[src/rtl/calc_ctrl_pkg.sv]
// Shared calculator definitions: opcodes, controller state codes and button-to-op mapping.
// Used by this controller and by the ALU opcode decode.
package calc_ctrl_pkg;

    localparam logic [2:0] OP_IDLE = 3'd0;
    localparam logic [2:0] OP_ADD  = 3'd1;
    localparam logic [2:0] OP_SUB  = 3'd2;
    localparam logic [2:0] OP_MUL  = 3'd3;
    localparam logic [2:0] OP_XOR  = 3'd4;

    localparam int BTN_ADD = 0;
    localparam int BTN_SUB = 1;
    localparam int BTN_MUL = 2;
    localparam int BTN_XOR = 3;

    typedef enum logic [2:0] {
        ST_LOAD_A = 3'd0,
        ST_SEL_OP = 3'd1,
        ST_LOAD_B = 3'd2,
        ST_EXEC   = 3'd3,
        ST_SHOW   = 3'd4
    } state_t;

    // Caller guarantees a one-hot input; an all-zero vector maps to IDLE.
    function automatic logic [2:0] btn_to_op(input logic [3:0] ev);
        logic [2:0] op;
        op = OP_IDLE;
        if (ev[BTN_ADD]) op = OP_ADD;
        if (ev[BTN_SUB]) op = OP_SUB;
        if (ev[BTN_MUL]) op = OP_MUL;
        if (ev[BTN_XOR]) op = OP_XOR;
        return op;
    endfunction

endpackage

[src/rtl/calc_ctrl_btn_edge.sv]
// Rising-edge detector: registers the previous level and flags in & ~prev.
// Zero latency on the event output; no backpressure.
module btn_edge #(
    parameter int N = 1
) (
    input  logic         i_clk,
    input  logic         i_rst_n,
    input  logic [N-1:0] i_in,
    output logic [N-1:0] o_rise
);

    logic [N-1:0] r_prev;

    always_ff @(posedge i_clk or negedge i_rst_n) begin
        if (!i_rst_n) r_prev <= '0;
        else          r_prev <= i_in;
    end

    assign o_rise = i_in & ~r_prev;

endmodule

[src/rtl/calc_ctrl.sv]
// Calculator sequencer: collects A, op, B from board inputs, starts the ALU and holds its result.
// Start pulse one cycle after the B enter; result registered the cycle alu_done is seen in EXEC.
// No backpressure: EXEC waits for alu_done (bounded by TIMEOUT when CALC_TIMEOUT_EN is defined).
module calc_ctrl
    import calc_ctrl_pkg::*;
#(
    parameter int W       = 8,
    parameter int TIMEOUT = 255
) (
    input  logic           i_clk,
    input  logic           i_rst_n,
    input  logic [W-1:0]   i_sw,
    input  logic           i_enter,
    input  logic           i_clr,
    input  logic [3:0]     i_btn,
    input  logic           i_alu_done,
    input  logic [2*W-1:0] i_alu_result,
    output logic [2:0]     o_alu_op,
    output logic [W-1:0]   o_alu_a,
    output logic [W-1:0]   o_alu_b,
    output logic           o_alu_start,
    output logic [2*W-1:0] o_result,
    output logic           o_result_valid,
    output logic           o_busy,
    output logic           o_err,
    output logic [2:0]     o_state
);

    if (TIMEOUT < 1) begin : g_bad_timeout
        $error("calc_ctrl: TIMEOUT must be at least 1");
    end

    logic           w_enter_ev, w_clr_ev;
    logic [3:0]     w_btn_ev;

    btn_edge #(.N(1)) u_enter_edge (.i_clk(i_clk), .i_rst_n(i_rst_n), .i_in(i_enter), .o_rise(w_enter_ev));
    btn_edge #(.N(1)) u_clr_edge   (.i_clk(i_clk), .i_rst_n(i_rst_n), .i_in(i_clr),   .o_rise(w_clr_ev));
    btn_edge #(.N(4)) u_btn_edge   (.i_clk(i_clk), .i_rst_n(i_rst_n), .i_in(i_btn),   .o_rise(w_btn_ev));

    state_t         r_state, w_state_nxt;
    logic [2:0]     r_alu_op, w_alu_op_nxt;
    logic [W-1:0]   r_alu_a, w_alu_a_nxt;
    logic [W-1:0]   r_alu_b, w_alu_b_nxt;
    logic           r_alu_start, w_alu_start_nxt;
    logic [2*W-1:0] r_result, w_result_nxt;
    logic           r_err, w_err_nxt;

`ifdef CALC_TIMEOUT_EN
    localparam int CW = $clog2(TIMEOUT + 1);
    logic [CW-1:0]  r_cnt, w_cnt_nxt;

    always_ff @(posedge i_clk or negedge i_rst_n) begin
        if (!i_rst_n) r_cnt <= '0;
        else          r_cnt <= w_cnt_nxt;
    end
`endif

    always_ff @(posedge i_clk or negedge i_rst_n) begin
        if (!i_rst_n) begin
            r_state     <= ST_LOAD_A;
            r_alu_op    <= OP_IDLE;
            r_alu_a     <= '0;
            r_alu_b     <= '0;
            r_alu_start <= 1'b0;
            r_result    <= '0;
            r_err       <= 1'b0;
        end else begin
            r_state     <= w_state_nxt;
            r_alu_op    <= w_alu_op_nxt;
            r_alu_a     <= w_alu_a_nxt;
            r_alu_b     <= w_alu_b_nxt;
            r_alu_start <= w_alu_start_nxt;
            r_result    <= w_result_nxt;
            r_err       <= w_err_nxt;
        end
    end

    always_comb begin
        w_state_nxt     = r_state;
        w_alu_op_nxt    = r_alu_op;
        w_alu_a_nxt     = r_alu_a;
        w_alu_b_nxt     = r_alu_b;
        w_alu_start_nxt = 1'b0;
        w_result_nxt    = r_result;
        w_err_nxt       = r_err;
`ifdef CALC_TIMEOUT_EN
        w_cnt_nxt       = r_cnt;
`endif
        // clr outranks every other event, including alu_done in EXEC.
        if (w_clr_ev) begin
            w_state_nxt  = ST_LOAD_A;
            w_alu_op_nxt = OP_IDLE;
            w_err_nxt    = 1'b0;
        end else begin
            case (r_state)
                ST_LOAD_A: begin
                    if (w_enter_ev) begin
                        w_alu_a_nxt  = i_sw;
                        w_alu_op_nxt = OP_IDLE;
                        w_state_nxt  = ST_SEL_OP;
                    end
                end
                ST_SEL_OP: begin
                    if ($onehot(w_btn_ev)) begin
                        w_alu_op_nxt = btn_to_op(w_btn_ev);
                        w_err_nxt    = 1'b0;
                        w_state_nxt  = ST_LOAD_B;
                    end else if ($countones(w_btn_ev) > 1) begin
                        w_err_nxt    = 1'b1;
                    end
                end
                ST_LOAD_B: begin
                    if (w_enter_ev) begin
                        w_alu_b_nxt     = i_sw;
                        w_alu_start_nxt = 1'b1;
                        w_state_nxt     = ST_EXEC;
`ifdef CALC_TIMEOUT_EN
                        w_cnt_nxt       = '0;
`endif
                    end
                end
                ST_EXEC: begin
                    if (i_alu_done) begin
                        w_result_nxt = i_alu_result;
                        w_state_nxt  = ST_SHOW;
`ifdef CALC_TIMEOUT_EN
                    end else if (r_cnt == CW'(TIMEOUT - 1)) begin
                        w_err_nxt    = 1'b1;
                        w_result_nxt = '0;
                        w_state_nxt  = ST_LOAD_A;
`endif
                    end
`ifdef CALC_TIMEOUT_EN
                    w_cnt_nxt = r_cnt + CW'(1);
`endif
                end
                ST_SHOW: begin
                    if (w_enter_ev) w_state_nxt = ST_LOAD_A;
                end
                default: w_state_nxt = ST_LOAD_A;
            endcase
        end
    end

    assign o_alu_op       = r_alu_op;
    assign o_alu_a        = r_alu_a;
    assign o_alu_b        = r_alu_b;
    assign o_alu_start    = r_alu_start;
    assign o_result       = r_result;
    assign o_result_valid = (r_state == ST_SHOW);
    assign o_busy         = (r_state == ST_EXEC);
    assign o_err          = r_err;
    assign o_state        = r_state;

endmodule

[config.mk]
export PLATFORM = sky130hd
export DESIGN_NAME = calc_ctrl
export DESIGN_NICKNAME = d
export VERILOG_FILES = /design/src/rtl/calc_ctrl_pkg.sv /design/src/rtl/calc_ctrl_btn_edge.sv /design/src/rtl/calc_ctrl.sv
export SDC_FILE = /design/constraint.sdc
export NUM_CORES = 1
export LEC_CHECK = 0
export ABC_AREA = 1
export CAP_MARGIN = 30
export CORE_UTILIZATION = 46
export CTS_BUF_LIST = sky130_fd_sc_hd__clkbuf_8
export CTS_CLUSTER_DIAMETER = 40
export DETAILED_ROUTE_END_ITERATION = 6
export HOLD_SLACK_MARGIN = 0.15
export PLACE_DENSITY = 0.88
export SLEW_MARGIN = 20
export SYNTH_ARGS = -nofsm -noshare
export SYNTH_HDL_FRONTEND = slang
export SYNTH_SLANG_ARGS = --single-unit
[constraint.sdc]
create_clock -name i_clk -period 3.1 [get_ports i_clk]
set_input_delay 0.775 -clock i_clk [delete_from_list [all_inputs] [get_ports i_clk]]
set_output_delay 0.775 -clock i_clk [all_outputs]
set_load 0.02 [all_outputs]
==> results of run 1 <==
how the worst max path moves through the flow:
stage,start,to,cells after the start
CTS,i_btn[1],o_state[1]$_DFFE_PN0P_,15
global placement,i_btn[1],o_state[0]$_DFFE_PN0P_,15
floorplan,i_btn[1],o_state[1]$_DFFE_PN0P_,14
detailed placement,i_btn[1],o_state[1]$_DFFE_PN0P_,15
global route,i_btn[1],o_state[0]$_DFFE_PN0P_,15
finish,i_btn[3],o_state[1]$_DFFE_PN0P_,15
registers in the layout, indices dropped and copies added, names as in the netlist:
signal / count
o_result: 16
o_alu_a: 8
o_alu_b: 8
u_btn_edge.r_prev: 4
o_alu_op: 3
o_state: 3
o_alu_start: 1
o_err: 1
u_clr_edge.r_prev: 1
u_enter_edge.r_prev: 1
layout by cell type (no fill, tap or decap):
| master | synthesis | layout |
|---|---|---|
| clkdlybuf4s50_1 | 0 | 73 |
| nand2_1 | 66 | 66 |
| dfrtp_1 | 46 | 46 |
| inv_1 | 24 | 24 |
| nand3_1 | 22 | 22 |
| o21ai_2 | 16 | 16 |
| nor2_1 | 11 | 9 |
| nor2_2 | 3 | 5 |
| clkbuf_8 | 0 | 5 |
| nor2_4 | 4 | 4 |
| ha_1 | 4 | 4 |
| o21ai_1 | 3 | 3 |
| buf_4 | 3 | 3 |
| inv_2 | 2 | 2 |
| nand2_4 | 2 | 2 |
| nand4_1 | 2 | 2 |
| o211ai_1 | 2 | 2 |
| clkinvlp_4 | 0 | 2 |
| nand3_4 | 1 | 1 |
| nor3_1 | 1 | 1 |
| nand3_2 | 1 | 1 |
| nor2_8 | 1 | 1 |
| o21ai_0 | 1 | 1 |
| nand4_2 | 1 | 1 |
| o32ai_1 | 1 | 1 |
| fa_1 | 1 | 1 |
| bufinv_16 | 0 | 1 |
| buf_2 | 1 | 1 |
| buf_12 | 0 | 1 |
worst max-delay path: stages:
cell and delay, ns:
clkdlybuf4s50_1 0.47, inv_1 0.04, nor2_1 0.17, fa_1 0.45, ha_1 0.21, inv_1 0.05
ha_1 0.21, inv_1 0.06, nand2_1 0.06, nor2_2 0.12, nor2_2 0.07, nor2_4 0.13
nand3_1 0.12, nand2_1 0.08, nand2_1 0.05
final cells by class:
class	instances	area, sq um	area share
clock buffer	5	68.8	0.0227
clock inverter	3	45.0	0.0149
inverter	26	97.6	0.0322
multi-input combinational	143	822	0.271
sequential	46	1150	0.380
tap	52	65.1	0.0215
timing repair buffer	78	778	0.257
through the flow:
step                hold WS, ns  worst slack (ns)
CTS                       0.385             0.150
finish                    0.375             0.231
detailed placement        0.461            -0.162
global placement          0.454           -0.0655
global route              0.386           0.00198
floorplan                 0.479             0.504
cell families after synthesis:
kind of cell             Yosys count  share of synthesized area
buffers and inverters             35                     0.0812
adder cells (fa/ha/maj)            5                     0.0327
flip-flops                        46                      0.537
AND/OR/NAND/NOR                  115                      0.263
AO/OA/AOI/OAI                     23                     0.0859
report_power, final:
group | total, mW | switching (mW) | internal, mW
Combinational | 1.41 | 0.755 | 0.660
Clock | 0.447 | 0.207 | 0.240
Sequential | 1.02 | 0.174 | 0.845
metal layers:
| layer | share of wire | up-vias |
|---|---|---|
| met1 | 0.41 | 825 |
| met4 | 0.017 | 0 |
| met3 | 0.047 | 7 |
| met2 | 0.52 | 46 |
| met5 | 0 | - |
| li1 | - | 854 |
repair_timing:
item,4_1_cts,5_1_grt
buffers inserted,0,0
setup endpoints to repair,0,5
gates resized for setup,0,2
==> metrics.cfg, run 1 <==
[setup_path]
critPathKind = in2reg
worstPathArrival_ns = 3.06
reg2reg_slack_ns = 0.84
endpoint_kind = flop
rr_worst_depth = 13
crit_required_ns = 3.29
timing.rr.start = u_btn_edge.r_prev[3]$_DFF_PN0_
worstReg2RegEnd = o_state[1]$_DFFE_PN0P_
cp_max_fo = 4
worst_setup_path_start_kind = primary input

[route]
dr.pass1.iters = 4
first_iter_violations = 101
vias_per_cell = 4.91
wl_per_cell_microns = 12.6
num_vias = 1732
ant_nets = 0
route.final.wire_length_microns = 4460
route.detailed.drc = 0

[floorplan]
core_area_sq_mm = 0.00441
rows = 24
die_h_microns = 70.2
floorplan.initialDensity = 0.485
chipWidth_microns = 70.2
die_area_sq_mm = 0.00493
pin_count = 75

[status]
status = completed

[placed_design]
place.gp.congestion = 0.784
port_buffers = 74
dp_hpwl_microns = 3290
dp.cells = 345
dpl_cell_area_sq_mm = 0.00291

[logic_synthesis]
synth_edf_count = 0
synth.avg_cell_area_sq_um = 9.56
synthTopCellsByArea = dfrtp_1, nand2_1, o21ai_2
synth_nets = 262
synth_top_area_share = 0.537
yosysMostFrequentCell = nand2_1
async_flop_share = 1.00
synth_common_cells = nand2_1, dfrtp_1, inv_1
synth_warnings = 0
ys_ff_latch = 46
synth.largest_area_cell = dfrtp_1
synthCells = 224
yosysSeqAreaShare = 0.537
yosys_most_used_dff = dfrtp_1
synth.distinct_cells = 26
syn_area_sq_mm = 0.00214

[grt]
grt.met3_usage = 0.0505
grt_max_degree = 33
grt_pass1_wl_microns = 7830
track_usage = 0.203
grt.met2_usage = 0.330
use_met1 = 0.263
antenna_found_initial = 0
grt_pass1_vias = 1685
busiest_layer = met2
grt-ovfl-total = 0

[finish]
final_util = 0.686
drive_gt1_frac = 0.153
n_antenna_cell = 0
area_growth_pct = 41.4
nNetsFinal = 338
fin_area_sq_mm = 0.00303
fillers = 357
stdcell_count = 353

[pwr]
power_mw = 2.88
vdd_drop_max_mv = 0.564
power.leakage_nw = 1.46
powerDensity_mw_per_mm2 = 952

[timing]
fin_worst_skew_ns = 0.00316
slew_viol_final = 0
max_slew_margin = 0.648
tightest_slew_ns = 0.527
rsz0062_at_grt = no
finalCritPeriodShare = 0.926
setup_viol = 0
tns_ns = 0
finalHoldViolCount = 0
max_freq_mhz = 348
min_period_ns = 2.87

[clock_network]
cts.sinks = 46
numCtsBuffers = 5
root_buffer = clkbuf_8
cts_tree = yes
clock_latency_ns = 0.30
htree_levels = 2
cts_buffer_depth = 2
ctsHoldBuffers = 0
clk_pin_slew_ns = 0.09

[worst_hold_path]
hold_path_class = in2async

[run]
maxCapViolCount = 0

No activity file was read; power rests on OpenSTA's default activity.
==> run 2: changes to the inputs <==
Settings changed: ABC_AREA 1 to unset, CORE_MARGIN set to 4, CORE_UTILIZATION 46 to 45, CTS_CLUSTER_DIAMETER 40 to 100, PLACE_DENSITY 0.88 to 0.89.
==> run 2 against run 1 <==
Synthesized area decreased by 9.2%. Core utilization rose by 3.0 points. Sequential share of layout area grew 1.3 points. Critical endpoint unchanged. Critical path type unchanged. Cell area shrank 3.4%. Worst hold slack improved by 0.066 ns. Combinational power is 37% lower. Maximum frequency is 4.3% lower. First-iteration DRC count is 21% lower. Clock skew increased by 0.0057 ns. Clock power decreased by 26%. Synthesized cell count shrank 40%.
==> metrics.cfg, run 2 <==
[route]
first_iter_violations = 80  ; was 101
ant_nets = 0  ; unchanged
dr.pass1.iters = 4  ; unchanged
num_vias = 1387  ; was 1732
wl_per_cell_microns = 15.9  ; was 12.6 microns
vias_per_cell = 5.10  ; was 4.91
route.final.wire_length_microns = 4320  ; was 4460 microns
route.detailed.drc = 0  ; unchanged

[clock_network]
clk_pin_slew_ns = 0.08  ; was 0.09 ns
clock_latency_ns = 0.30  ; about the same
cts.sinks = 46  ; unchanged
ctsHoldBuffers = 0  ; unchanged
numCtsBuffers = 5  ; unchanged
postCtsSetupBuffers = 0  ; unchanged
cts_buffer_depth = 2  ; unchanged
cts_tree = yes  ; unchanged
root_buffer = clkbuf_8  ; unchanged
htree_levels = 2  ; unchanged

[timing]
rsz0062_at_grt = no  ; unchanged
fin_worst_skew_ns = 0.00890  ; was 0.00316 ns
tns_ns = 0  ; unchanged
min_period_ns = 3.00  ; was 2.87 ns
setup_viol = 0  ; unchanged
finalHoldViolCount = 0  ; unchanged
max_freq_mhz = 334  ; was 348 MHz
tightest_slew_ns = 0.581  ; was 0.527 ns
max_slew_margin = 0.611  ; was 0.648
finalCritPeriodShare = 0.967  ; was 0.926
slew_viol_final = 0  ; unchanged

[setup_path]
critPathKind = in2reg  ; unchanged
crit_required_ns = 3.34  ; was 3.29 ns
slowest_stage = fa_1  ; was clkdlybuf4s50_1
critPathTopFamily = adder cells  ; unchanged
timing.rr.start = u_btn_edge.r_prev[3]$_DFF_PN0_  ; unchanged
worstPathArrival_ns = 3.24  ; was 3.06 ns
cp_cell_sequence = clkdlybuf4s50_1 -> nor2b_4 -> fa_1 -> ha_2 -> inv_1 -> ha_1 -> or3b_4 -> a2111oi_4 -> o21a_1  ; was clkdlybuf4s50_1 -> inv_1 -> nor2_1 -> fa_1 -> ha_1 -> inv_1 -> ha_1 -> inv_1 -> nand2_1 -> nor2_2 -> nor2_2 -> nor2_4 -> nand3_1 -> nand2_1 -> nand2_1
cp_max_fo = 2  ; was 4
rr_worst_depth = 9  ; was 13
worstReg2RegEnd = o_state[1]$_DFFE_PN0P_  ; unchanged
path_buf_inv = 2  ; was 4
reg2reg_slack_ns = 0.67  ; was 0.84 ns
worst_setup_path_start_kind = primary input  ; unchanged
cp_slowest_stage_delay_ns = 0.54  ; was 0.47 ns
endpoint_kind = flop  ; unchanged

[grt]
grt_max_degree = 26  ; was 33
grt.met3_usage = 0.0889  ; was 0.0505
grt_pass1_wl_microns = 7150  ; was 7830 microns
grt.met2_usage = 0.281  ; was 0.330
grt_pass1_vias = 1497  ; was 1685
busiest_layer = met2  ; unchanged
use_met1 = 0.199  ; was 0.263
antenna_found_initial = 0  ; unchanged
grt-ovfl-total = 0  ; unchanged
track_usage = 0.174  ; was 0.203

[pwr]
powerDensity_mw_per_mm2 = 711  ; was 952 mW/mm^2
power_mw = 2.08  ; was 2.88 mW
power.leakage_nw = 1.29  ; was 1.46 nW
vdd_drop_max_mv = 0.506  ; was 0.564 mV

[floorplan]
die_h_microns = 73.7  ; was 70.2 microns
core_area_sq_mm = 0.00409  ; was 0.00441 sq mm
rows = 23  ; was 24
chipWidth_microns = 73.7  ; was 70.2 microns
die_area_sq_mm = 0.00544  ; was 0.00493 sq mm
pin_count = 75  ; unchanged
floorplan.initialDensity = 0.476  ; was 0.485

[logic_synthesis]
synthCells = 134  ; was 224
yosys_most_used_dff = dfrtp_1  ; unchanged
yosysSeqAreaShare = 0.592  ; was 0.537
synth_nets = 172  ; was 262
synth_common_cells = dfrtp_1, mux2_2, inv_1, nand2_1  ; was nand2_1, dfrtp_1, inv_1
synth_warnings = 0  ; unchanged
syn_area_sq_mm = 0.00194  ; was 0.00214 sq mm
synth.avg_cell_area_sq_um = 14.5  ; was 9.56 sq um
ys_ff_latch = 46  ; unchanged
synth_edf_count = 0  ; unchanged
yosysMostFrequentCell = dfrtp_1  ; was nand2_1
synth_top_area_share = 0.592  ; was 0.537
synth.largest_area_cell = dfrtp_1  ; unchanged
synthTopCellsByArea = dfrtp_1, mux2_2, ha_1  ; was dfrtp_1, nand2_1, o21ai_2
synth.distinct_cells = 32  ; was 26
async_flop_share = 1.00  ; unchanged

[placed_design]
port_buffers = 74  ; unchanged
place.gp.congestion = 0.819  ; was 0.784
dp_hpwl_microns = 3340  ; was 3290 microns
dpl_cell_area_sq_mm = 0.00282  ; was 0.00291 sq mm

[finish]
multi_input_area_sq_um = 774  ; was 822 sq um
n_antenna_cell = 0  ; unchanged
fillers = 293  ; was 357
drive_gt1_frac = 0.270  ; was 0.153
largest_reg_flops = 16  ; unchanged
final_cell_mix = clkdlybuf4s50_1, dfrtp_1, mux2_2, buf_4, inv_1  ; was clkdlybuf4s50_1, nand2_1, dfrtp_1, inv_1, nand3_1
final_common_cell = clkdlybuf4s50_1  ; unchanged
area_growth_pct = 50.5  ; was 41.4%
nNetsFinal = 260  ; was 338
fin_area_sq_mm = 0.00293  ; was 0.00303 sq mm
seqCellArea_sq_mm = 0.00115  ; unchanged

[worst_hold_path]
hold_path_class = in2async  ; unchanged

[status]
status = completed  ; unchanged

[run]
maxCapViolCount = 0  ; unchanged

-- run 2: area by class of cell --
cell class                      count  area share
Timing Repair Buffer               86       0.288
Sequential cell                    46       0.393
Tap cell                           50      0.0214
Clock buffer                        5      0.0235
Inverter                            5     0.00642
Clock inverter                      2     0.00257
Multi-Input combinational cell     78       0.265
-- run 2: through the flow --
stage / hold slack [ns] / cells / util / setup slack [ns]
floorplan: 0.479 / 134 / - / 0.135
global placement: 0.487 / 263 / 0.681 / -0.358
detailed placement: 0.495 / 265 / 0.689 / -0.457
CTS: 0.453 / 272 / 0.714 / 0.0197
global route: 0.472 / 272 / 0.716 / 0.0217
finish: 0.441 / 272 / 0.716 / 0.103
-- run 2: report_power, final --
part           switching, mW  internal, mW
Sequential            0.0975         0.768
Clock                  0.184         0.149
Combinational          0.400         0.483
Total                  0.681          1.40
-- run 2: repair_timing --
action	4_1_cts	5_1_grt
endpoints found under the setup margin	1	4
pin swaps	0	0
resized for setup	6	3
-- run 2: how the worst max path moves through the flow --
stage,from,to,slack (ns),cells past startpoint
2_1_floorplan,i_btn[1],o_state[1]$_DFFE_PN0P_,0.13,8
4_1_cts,i_btn[0],o_alu_op[1]$_DFFE_PN0P_,0.02,10
3_3_place_gp,i_btn[1],o_state[1]$_DFFE_PN0P_,-0.36,9
3_5_place_dp,i_btn[0],o_state[1]$_DFFE_PN0P_,-0.46,9
5_1_grt,i_btn[0],o_state[1]$_DFFE_PN0P_,0.02,9
6_report,i_btn[0],o_state[1]$_DFFE_PN0P_,0.10,9
-- run 2: logic make-up after synthesis --
family,Yosys count,synth area share
DFF,46,0.592
buffers and inverters,10,0.0270
AOI/OAI and AO/OA,11,0.0444
adders and majority gates,5,0.0360
muxes,35,0.201
and+or+nand+nor,27,0.0997
-- run 2: layer usage --
metal | vias up | share of wire
li1 | 648 | -
met1 | 665 | 0.38
met2 | 68 | 0.48
met3 | 6 | 0.13
met4 | 0 | 0.013
met5 | - | 0
==> run 3: changes to the inputs <==
Settings changed: ABC_AREA set to 1, CORE_UTILIZATION 45 to 46, PLACE_DENSITY 0.89 to unset, PLACE_DENSITY_LB_ADDON set to 0.3.
==> run 3 against run 2 <==
Clock skew shrank 0.0039 ns. Non-clock buffer count fell by 6. Largest power group unchanged. First-iteration DRC count rose by 29%. Setup slack better by 0.14 ns. Highest routed layer unchanged. Cell area is 3.3% higher. Count of clock-buffer cells in the layout rose by 1. Worst hold slack better by 0.0077 ns. Combinational power up 60%. Critical endpoint unchanged.
==> metrics.cfg, run 3 (synthesis gave the netlist of run 1 again) <==
[setup_path]
worstPathArrival_ns = 3.05  ; was 3.24 ns
cp_cell_sequence = clkdlybuf4s50_1 -> inv_1 -> nor2_2 -> fa_1 -> ha_1 -> inv_1 -> ha_1 -> inv_1 -> nand2_1 -> nor2_1 -> nor2_2 -> nor2_4 -> nand3_1 -> nand2_1 -> nand2_1  ; was clkdlybuf4s50_1 -> nor2b_4 -> fa_1 -> ha_2 -> inv_1 -> ha_1 -> or3b_4 -> a2111oi_4 -> o21a_1
slowest_stage = clkdlybuf4s50_1  ; was fa_1
rr_worst_depth = 13  ; was 9
crit_required_ns = 3.29  ; was 3.34 ns
worstReg2RegEnd = o_state[1]$_DFFE_PN0P_  ; unchanged
path_buf_inv = 4  ; was 2
cp_max_fo = 4  ; was 2
timing.rr.start = u_btn_edge.r_prev[0]$_DFF_PN0_  ; was u_btn_edge.r_prev[3]$_DFF_PN0_
cp_slowest_stage_delay_ns = 0.49  ; was 0.54 ns
reg2reg_slack_ns = 0.84  ; was 0.67 ns
worst_setup_path_start_kind = primary input  ; unchanged
critPathTopFamily = adder cells  ; unchanged
critPathKind = in2reg  ; unchanged
endpoint_kind = flop  ; unchanged

[floorplan]
chipWidth_microns = 76.2  ; was 73.7 microns
core_area_sq_mm = 0.00444  ; was 0.00409 sq mm
floorplan.initialDensity = 0.482  ; was 0.476
pin_count = 75  ; unchanged
die_h_microns = 76.2  ; was 73.7 microns
rows = 24  ; was 23
die_area_sq_mm = 0.00581  ; was 0.00544 sq mm

[finish]
nNetsFinal = 340  ; was 260
area_growth_pct = 41.1  ; was 50.5%
final_common_cell = clkdlybuf4s50_1  ; unchanged
fillers = 372  ; was 293
n_antenna_cell = 0  ; unchanged
largest_reg_flops = 16  ; unchanged
drive_gt1_frac = 0.158  ; was 0.270
multi_input_area_sq_um = 825  ; was 774 sq um
final_cell_mix = clkdlybuf4s50_1, nand2_1, dfrtp_1, inv_1, nand3_1  ; was clkdlybuf4s50_1, dfrtp_1, mux2_2, buf_4, inv_1
seqCellArea_sq_mm = 0.00115  ; unchanged
stdcell_count = 355  ; was 272

[clock_network]
clock_latency_ns = 0.30  ; about the same
cts_tree = yes  ; unchanged
numCtsBuffers = 5  ; unchanged
cts_buffer_depth = 2  ; unchanged
postCtsSetupBuffers = 0  ; unchanged
htree_levels = 2  ; unchanged
root_buffer = clkbuf_8  ; unchanged
clk_pin_slew_ns = 0.08  ; about the same
cts.sinks = 46  ; unchanged

[pwr]
powerDensity_mw_per_mm2 = 930  ; was 711 mW/mm^2
power.leakage_nw = 1.47  ; was 1.29 nW
vdd_drop_max_mv = 0.516  ; was 0.506 mV

[route]
dr.pass1.iters = 4  ; unchanged
route.detailed.drc = 0  ; unchanged
ant_nets = 0  ; unchanged
num_vias = 1715  ; was 1387
wl_per_cell_microns = 12.9  ; was 15.9 microns
first_iter_violations = 103  ; was 80
vias_per_cell = 4.83  ; was 5.10
route.final.wire_length_microns = 4580  ; was 4320 microns

[timing]
max_slew_margin = 0.652  ; was 0.611
max_freq_mhz = 350  ; was 334 MHz
finalHoldViolCount = 0  ; unchanged
tightest_slew_ns = 0.522  ; was 0.581 ns
fin_ws_ns = 0.242  ; was 0.103 ns
slew_viol_final = 0  ; unchanged
setup_viol = 0  ; unchanged
finalCritPeriodShare = 0.922  ; was 0.967
min_period_ns = 2.86  ; was 3.00 ns
fin_worst_skew_ns = 0.00502  ; was 0.00890 ns
rsz0062_at_grt = no  ; unchanged

[run]
maxCapViolCount = 0  ; unchanged

[grt]
grt_pass1_wl_microns = 8050  ; was 7150 microns
track_usage = 0.170  ; was 0.174
antenna_found_initial = 0  ; unchanged
grt-ovfl-total = 0  ; unchanged
grt_max_degree = 25  ; was 26
grt_pass1_vias = 1742  ; was 1497

[placed_design]
dp_worst_setup_slack_ns = -0.178  ; was -0.457 ns
dp_hpwl_microns = 3440  ; was 3340 microns
place.gp.congestion = 0.766  ; was 0.819
port_buffers = 74  ; unchanged
dp.cells = 347  ; was 265

[worst_hold_path]
hold_path_class = in2async  ; unchanged

[status]
status = completed  ; unchanged

[run 3: cell types whose count changed in the layout (fill, tap and decap cells not counted), sizes merged, moves of 6 or more]
cell	delta
buf	-6
inv	+20
nor2	+15
nand2	+63
mux2	-32
o21ai	+19
nand3	+23
[run 3: timing repair]
action	4_1_cts	5_1_grt
endpoints found under the hold margin	0	0
resized for setup	0	3
hold buffers	0	0
setup endpoints to repair	0	5
[run 3: metal layers]
metal,part of all wire,track usage,vias to the layer above
met3,0.049,0.0461,5
met5,0,0,-
met2,0.51,0.286,39
li1,-,-,865
met4,0.013,0.0598,0
met1,0.43,0.211,806
[run 3: how the worst max path moves through the flow]
stage | from | endpoint | slack [ns] | cells after the start
floorplan | i_btn[1] | o_state[1]$_DFFE_PN0P_ | 0.50 | 14
global placement | i_btn[3] | o_state[0]$_DFFE_PN0P_ | -0.05 | 15
detailed placement | i_btn[0] | o_state[0]$_DFFE_PN0P_ | -0.18 | 15
CTS | i_btn[0] | o_state[0]$_DFFE_PN0P_ | 0.14 | 15
global route | i_btn[0] | o_state[1]$_DFFE_PN0P_ | 0.003 | 15
finish | i_btn[3] | o_state[1]$_DFFE_PN0P_ | 0.24 | 15
[run 3: where the power goes]
group | switching, mW | internal (mW) | leakage, nW
registers | 0.179 | 0.846 | 0.577
clock network | 0.194 | 0.177 | 0.0524
logic | 0.752 | 0.663 | 0.844
total | 1.12 | 1.69 | 1.47
[run 3: final cells by class]
| class | instances | share of cell area |
|---|---|---|
| inverters | 26 | 0.0323 |
| flip-flops and latches | 46 | 0.381 |
| clock buffers | 6 | 0.0273 |
| multi-input cells | 143 | 0.273 |
| well taps | 52 | 0.0215 |
| clock inverters | 2 | 0.00290 |
| repair buffers | 80 | 0.262 |
[run 3: stage by stage]
step                instance area, sq um  total power [mW]  setup TNS (ns)  utilization  hold WS (ns)
global route                        3020              3.01               0        0.680         0.493
global placement                    2900              2.43          -0.181        0.653         0.454
finish                              3020              2.81               0        0.680         0.449
CTS                                 3020              2.84               0        0.678         0.461
floorplan                           2140              1.83               0            -         0.479
detailed placement                  2920              2.46          -0.727        0.658         0.460
